--- src/rtl/ysyx_24100006_wbu.sv ---
// Writeback unit: round-robin arbitration between EXU results and LSU loads, load
// extension/alignment, one registered GPR write port, and a destination scoreboard.
module ysyx_24100006_wbu #(
    parameter int ADDR_WIDTH = 4,
    parameter int DATA_WIDTH = 32
) (
    input  logic                  clk,
    input  logic                  rst_n,
    input  logic                  iss_valid,
    input  logic [ADDR_WIDTH-1:0] iss_rd,
    output logic                  iss_ready,
    input  logic [ADDR_WIDTH-1:0] rs1,
    input  logic [ADDR_WIDTH-1:0] rs2,
    output logic                  rs1_busy,
    output logic                  rs2_busy,
    input  logic                  exu_valid,
    output logic                  exu_ready,
    input  logic [ADDR_WIDTH-1:0] exu_rd,
    input  logic [DATA_WIDTH-1:0] exu_data,
    input  logic                  lsu_valid,
    output logic                  lsu_ready,
    input  logic [ADDR_WIDTH-1:0] lsu_rd,
    input  logic [DATA_WIDTH-1:0] lsu_data,
    input  logic [1:0]            lsu_size,
    input  logic                  lsu_unsigned,
    input  logic [1:0]            lsu_addr_lo,
    output logic                  gpr_wen,
    output logic [ADDR_WIDTH-1:0] gpr_waddr,
    output logic [DATA_WIDTH-1:0] gpr_wdata
);

    localparam int NREG = 1 << ADDR_WIDTH;

    logic [NREG-1:0]       busy;
    logic [NREG-1:0]       busy_next;
    logic                  last_lsu;
    logic [7:0]            byte_lane;
    logic [15:0]           half_lane;
    logic [DATA_WIDTH-1:0] load_data;
    logic                  accept;
    logic [ADDR_WIDTH-1:0] win_rd;
    logic [DATA_WIDTH-1:0] win_data;

    always_comb begin
        byte_lane = lsu_data[7:0];
        case (lsu_addr_lo)
            2'd0: byte_lane = lsu_data[7:0];
            2'd1: byte_lane = lsu_data[15:8];
            2'd2: byte_lane = lsu_data[23:16];
            2'd3: byte_lane = lsu_data[31:24];
            default: byte_lane = lsu_data[7:0];
        endcase
        half_lane = lsu_addr_lo[1] ? lsu_data[31:16] : lsu_data[15:0];
        case (lsu_size)
            2'd0:    load_data = {{(DATA_WIDTH-8){~lsu_unsigned & byte_lane[7]}}, byte_lane};
            2'd1:    load_data = {{(DATA_WIDTH-16){~lsu_unsigned & half_lane[15]}}, half_lane};
            default: load_data = lsu_data;
        endcase
    end

    // On a tie the source that did not win last time gets the grant.
    assign exu_ready = exu_valid & (~lsu_valid | last_lsu);
    assign lsu_ready = lsu_valid & (~exu_valid | ~last_lsu);
    assign accept    = exu_ready | lsu_ready;
    assign win_rd    = lsu_ready ? lsu_rd : exu_rd;
    assign win_data  = lsu_ready ? load_data : exu_data;

    assign iss_ready = (iss_rd == '0) | ~busy[iss_rd];
    assign rs1_busy  = (rs1 != '0) & busy[rs1];
    assign rs2_busy  = (rs2 != '0) & busy[rs2];

    // Commit clears first so that a same-edge issue of the same index wins.
    always_comb begin
        busy_next = busy;
        if (gpr_wen)
            busy_next[gpr_waddr] = 1'b0;
        if (iss_valid && iss_ready && (iss_rd != '0))
            busy_next[iss_rd] = 1'b1;
        busy_next[0] = 1'b0;
    end

    always_ff @(posedge clk) begin
        if (!rst_n) begin
            busy      <= '0;
            last_lsu  <= 1'b0;
            gpr_wen   <= 1'b0;
            gpr_waddr <= '0;
            gpr_wdata <= '0;
        end else begin
            busy <= busy_next;
            if (accept)
                last_lsu <= lsu_ready;
            if (accept && (win_rd != '0)) begin
                gpr_wen   <= 1'b1;
                gpr_waddr <= win_rd;
                gpr_wdata <= win_data;
            end else begin
                gpr_wen <= 1'b0;
            end
        end
    end

endmodule

--- config.mk ---
export PLATFORM = sky130hd
export DESIGN_NAME = ysyx_24100006_wbu
export DESIGN_NICKNAME = d
export VERILOG_FILES = /design/src/rtl/ysyx_24100006_wbu.sv
export SDC_FILE = /design/constraint.sdc
export NUM_CORES = 1
export LEC_CHECK = 0
export ABC_AREA = 0
export CORE_UTILIZATION = 49
export DETAILED_ROUTE_END_ITERATION = 8
export GPL_TIMING_DRIVEN = 1
export PLACE_DENSITY = 0.95
export SKIP_LAST_GASP = 1
export SLEW_MARGIN = 20
export SYNTH_ARGS = -nofsm -noshare
export SYNTH_HDL_FRONTEND = slang
export SYNTH_SLANG_ARGS = --single-unit
--- constraint.sdc ---
create_clock -name clk -period 4.7 [get_ports clk]
set_input_delay 0.47 -clock clk [delete_from_list [all_inputs] [get_ports clk]]
set_output_delay 0.47 -clock clk [all_outputs]
set_load 0.05 [all_outputs]
# Yosys cells after proc, flatten, opt, wreduce, memory -nomap -nowiden
# Cells that the tools add are included.
# word_totals
register_bits	54
wordCells	64
# classes
bitwise	18
reduce_logical	12
n_mux	18
eq_ne	4
magnitude_cmp	6
# op_table
operator	count
32-bit one-hot mux with 2 select lines	1
16-bit 2-to-1 mux	3
32-bit 2-to-1 mux	1
8-bit one-hot mux with 4 select lines	1
4-bit by 5-bit < comparator with 1-bit output, second input constant	4
16-bit AND	1
16-bit NOT	1
16-bit bitwise OR	1
4-bit nonzero test	4
1-bit binary-select mux with 4-bit select	3
1-bit demux with 4-bit select	2
4-bit by 1-bit greater-or-equal comparator with 1-bit output, second input constant	2
1-bit AND	6
1-bit 2-to-1 mux	6
1-bit logical AND	5
1-bit NOT	5
2-bit by 1-bit == test with 1-bit output, second input constant	2
2-bit == test, second input constant	2
2-bit zero test	2
4-bit zero test	1
4-bit 2-to-1 mux	1
1-bit bitwise OR	4

# Longest topological paths before layout
# depth
word_depth	9
depth_mapped	7
mapped_depth_nobuf	5

# Worst setup path after synthesis
# Ideal clock, no wire load.
# synth_timing
path_kind	input-to-output
start	in iss_rd[0]
end	out iss_ready
arrival_ps	1927
path_stages	4
required_time_ps	4230
setup_slack_ps	2303
cell_sequence	buf_6 mux4_1 mux4_1 inv_1
# synth_via
elab_chain_len	4
elab_cells_between_ends	5
# synth_rtl
item	line	rtl
start: declaration	10	input logic [ADDR_WIDTH-1:0] iss_rd,
1-bit binary-select mux with 4-bit select	68	assign iss_ready = (iss_rd == '0) | ~busy[iss_rd];
1-bit 2-to-1 mux (implied by the code)	68	
1-bit NOT	68	
1-bit bitwise OR (*)	68	
end: declaration	11	output logic iss_ready,
# Mark *: on every way between the ends. The rest lies on a longest branch, timed or not. The select of a mux whose other input is x is not followed.

# Worst setup path in the final report
# Same ends and word-level chain as after synthesis.

==> flow_metrics.env <==
export IMPL_synth_seq_cells=53
export IMPL_synth_edf_count=0
export IMPL_r2r_setup_slack_ns=2.38
export IMPL_hp_start="last_lsu"
export IMPL_die_area_mm2=0.007792
export IMPL_via_per_inst=6.419
export IMPL_hold_buffers=0
export IMPL_yosys_top_cells_area="dfxtp_1, mux4_2, o221ai_1, o21ai_0, nor4b_1"
export IMPL_final_cell_area_mm2=0.005121
export IMPL_wl_per_cell_um=19.26
export IMPL_yosysWarnings=0
export IMPL_die_h_um=88.28
export IMPL_fin_worst_skew_ns=0.003625
export IMPL_dp_hpwl_um=9253
export IMPL_cp_slowest_cell="clkdlybuf4s50_1"
export IMPL_cts_sinks=53
export IMPL_grt_max_degree=40
export IMPL_r2r_end="gpr_wdata[29]"
export IMPL_layout_common_cells="clkdlybuf4s50_1, dfxtp_1, o21ai_0, inv_1, nor2_1"
export IMPL_fmax_ghz=0.2793
export IMPL_cp_start_kind="primary input"
export IMPL_clk_pin_slew_ns=0.11
export IMPL_min_period_ns=3.581
export IMPL_drive_above_1_share=0.08807
export IMPL_syn2layout_area_growth_pct=40.41
export IMPL_crit_required_ns=4.23
export IMPL_gp_congestion=0.9727
export IMPL_cts_resized=0
export IMPL_placed_cell_area_mm2=0.005020
export IMPL_fin_tns_setup_ns=0
export IMPL_coreArea_mm2=0.007214
export IMPL_crit_arrival_ns=3.11
export IMPL_total_power_mw=1.314
export IMPL_p_per_area_mw_per_mm2=256.7
export IMPL_antenna_left=0
export IMPL_htree_levels=2
export IMPL_grt_pass1_vias=4011
export IMPL_netlist_area_mm2=0.003647
export IMPL_synth_top_area_cell="dfxtp_1"
export IMPL_antenna_found_initial=0
export IMPL_overflow=0
export IMPL_n_antenna_cell=0
export IMPL_syn_nets=523
export IMPL_cts_setup_buffers=0
export IMPL_hold_viol_final=0
export IMPL_maxSlewViolCount=0
export IMPL_yosys_area_top_type_share=0.2909
export IMPL_first_pass_iters=8
export IMPL_tightest_slew_ns=1.146
export IMPL_p_leak_nw=1.797
export IMPL_setup_viol=0
export IMPL_synthFlopType="dfxtp_1"
export IMPL_synth_cells=429
export IMPL_clkLatencyLatePin_ns=0.33
export IMPL_cp_slowest_stage_delay_ns=0.79
export IMPL_post_route_period_util=0.7618
export IMPL_final_common_cell="clkdlybuf4s50_1"
export IMPL_route_detailed_drc=0
export IMPL_r2r_start="last_lsu"
export IMPL_cp_cell_sequence="clkdlybuf4s50_1 > mux4_1 > mux4_1 > inv_1 > clkdlybuf4s50_1"
export IMPL_worstSetupPathType="in2out"
export IMPL_wirelength_um=12400
export IMPL_grt_pass1_wl_um=19310
export IMPL_crit_path_end_kind="output port"
export IMPL_portBuffers=135
export IMPL_seq_area_frac_synth=0.2909
export IMPL_async_flop_share=0
export IMPL_grt_use_total=0.3196
export IMPL_cts_max_path_buffers=2
export IMPL_ir_worst_vdd_v=0.0001646
export IMPL_hold_worst_slack_ns=0.4975
export IMPL_rows=31
export IMPL_die_x_um=88.28
export IMPL_cp_max_fo=8
export IMPL_status="completed"
export IMPL_min_to="last_lsu"
export IMPL_tritoncts="built"
export IMPL_maxCapViolCount=0
export IMPL_rsz0062_at_grt="no"
export IMPL_cts_root_buf="clkbuf_8"
export IMPL_ys_types=54
export IMPL_maxSlewHeadroom=0.2361
export IMPL_final_nets=638
export IMPL_drtIter0Drc=430
export IMPL_fillCellCount=551
export IMPL_start_util=0.5055
export IMPL_ios=136
export IMPL_numCtsBuffers=5
export IMPL_hp_class="reg2reg"
export IMPL_vias=4134
export IMPL_reg2reg_depth=4
export IMPL_synth_avg_cell_area_um2=8.502
export IMPL_hold_depth=2
==> state kept, by name (all words and copies together), names as in the netlist <==
name,cells
last_lsu,1
gpr_wdata,32
busy,15
gpr_waddr,4
gpr_wen,1
==> cells by family (layout without fill, tap and decap cells) <==
group,Yosys count,in the layout,synth area share
compound gates,148,148,0.2950
simple gates,138,138,0.2172
buf+inv,64,180,0.07718
flops,53,53,0.2909
mux,26,26,0.1197
==> synth_stat cells, types with 2 or more instances <==
cell type / n
mux2i_1: 11
mux2_2: 2
nor3_1: 11
and3b_1: 8
buf_2: 11
mux4_1: 3
o21a_1: 9
nor4_1: 2
or3b_2: 2
and2_1: 4
o211ai_1: 15
nand2b_1: 8
or4_1: 2
a21oi_1: 10
o221ai_1: 23
buf_1: 3
inv_1: 30
a311oi_1: 3
o21ai_0: 38
a211oi_1: 14
nor4b_1: 16
nand2_1: 24
clkbuf_1: 14
o221a_2: 7
or3_1: 4
nor2b_1: 8
mux4_2: 9
a221o_1: 8
o22ai_1: 2
nand3b_1: 2
or2_2: 3
a22oi_1: 2
dfxtp_1: 53
buf_6: 3
a31oi_1: 9
nand3_1: 10
nor2_1: 29
==> metrics by stage <==
| step | util | cells | setup slack (ns) |
|---|---|---|---|
| 2_1_floorplan | - | 429 | 2.303 |
| 3_3_place_gp | 0.6958 | 636 | 1.180 |
| 3_5_place_dp | 0.6958 | 636 | 1.115 |
| 4_1_cts | 0.7088 | 644 | 1.116 |
| 5_1_grt | 0.7099 | 644 | 1.029 |
| 6_report | 0.7099 | 644 | 1.119 |
==> area by class of cell <==
type / count / area [um^2] / share of cell area
Clock buffer: 5 / 68.82 / 0.01344
Clock inverter: 3 / 25.02 / 0.004886
Inverter: 31 / 116.4 / 0.02272
Multi-Input combinational cell: 312 / 2330 / 0.4549
Sequential cell: 53 / 1061 / 0.2072
Tap cell: 99 / 123.9 / 0.02419
Timing Repair Buffer: 141 / 1396 / 0.2727
==> power by group <==
group | switching (mW) | leakage (nW) | internal (mW)
Combinational | 0.298 | 1.31 | 0.211
Sequential | 0.0280 | 0.438 | 0.489
Clock | 0.180 | 0.0452 | 0.109
Total | 0.506 | 1.80 | 0.809
==> per-layer routing <==
| metal | vias to the layer above | track usage | wire length [um] |
|---|---|---|---|
| met5 | - | 0 | 0 |
| met4 | 0 | 0.1364 | 449 |
| met3 | 50 | 0.08489 | 1280 |
| met2 | 304 | 0.5315 | 5954 |
| met1 | 1897 | 0.3909 | 4716 |
| li1 | 1883 | - | - |
==> worst max-delay path by stage <==
stage | from | endpoint | slack [ns] | depth (start not counted)
2_1_floorplan | iss_rd[0] | iss_ready | 2.30 | 4
3_3_place_gp | iss_rd[0] | iss_ready | 1.18 | 5
3_5_place_dp | iss_rd[0] | iss_ready | 1.12 | 5
4_1_cts | iss_rd[0] | iss_ready | 1.12 | 5
5_1_grt | iss_rd[0] | iss_ready | 1.03 | 5
6_report | iss_rd[0] | iss_ready | 1.12 | 5
==> critical path, delay by kind of cell <==
family,cells,cell delay [ns]
buffers and inverters,3,1.52
multiplexers,2,1.11
(Power assumes the default switching activity.)
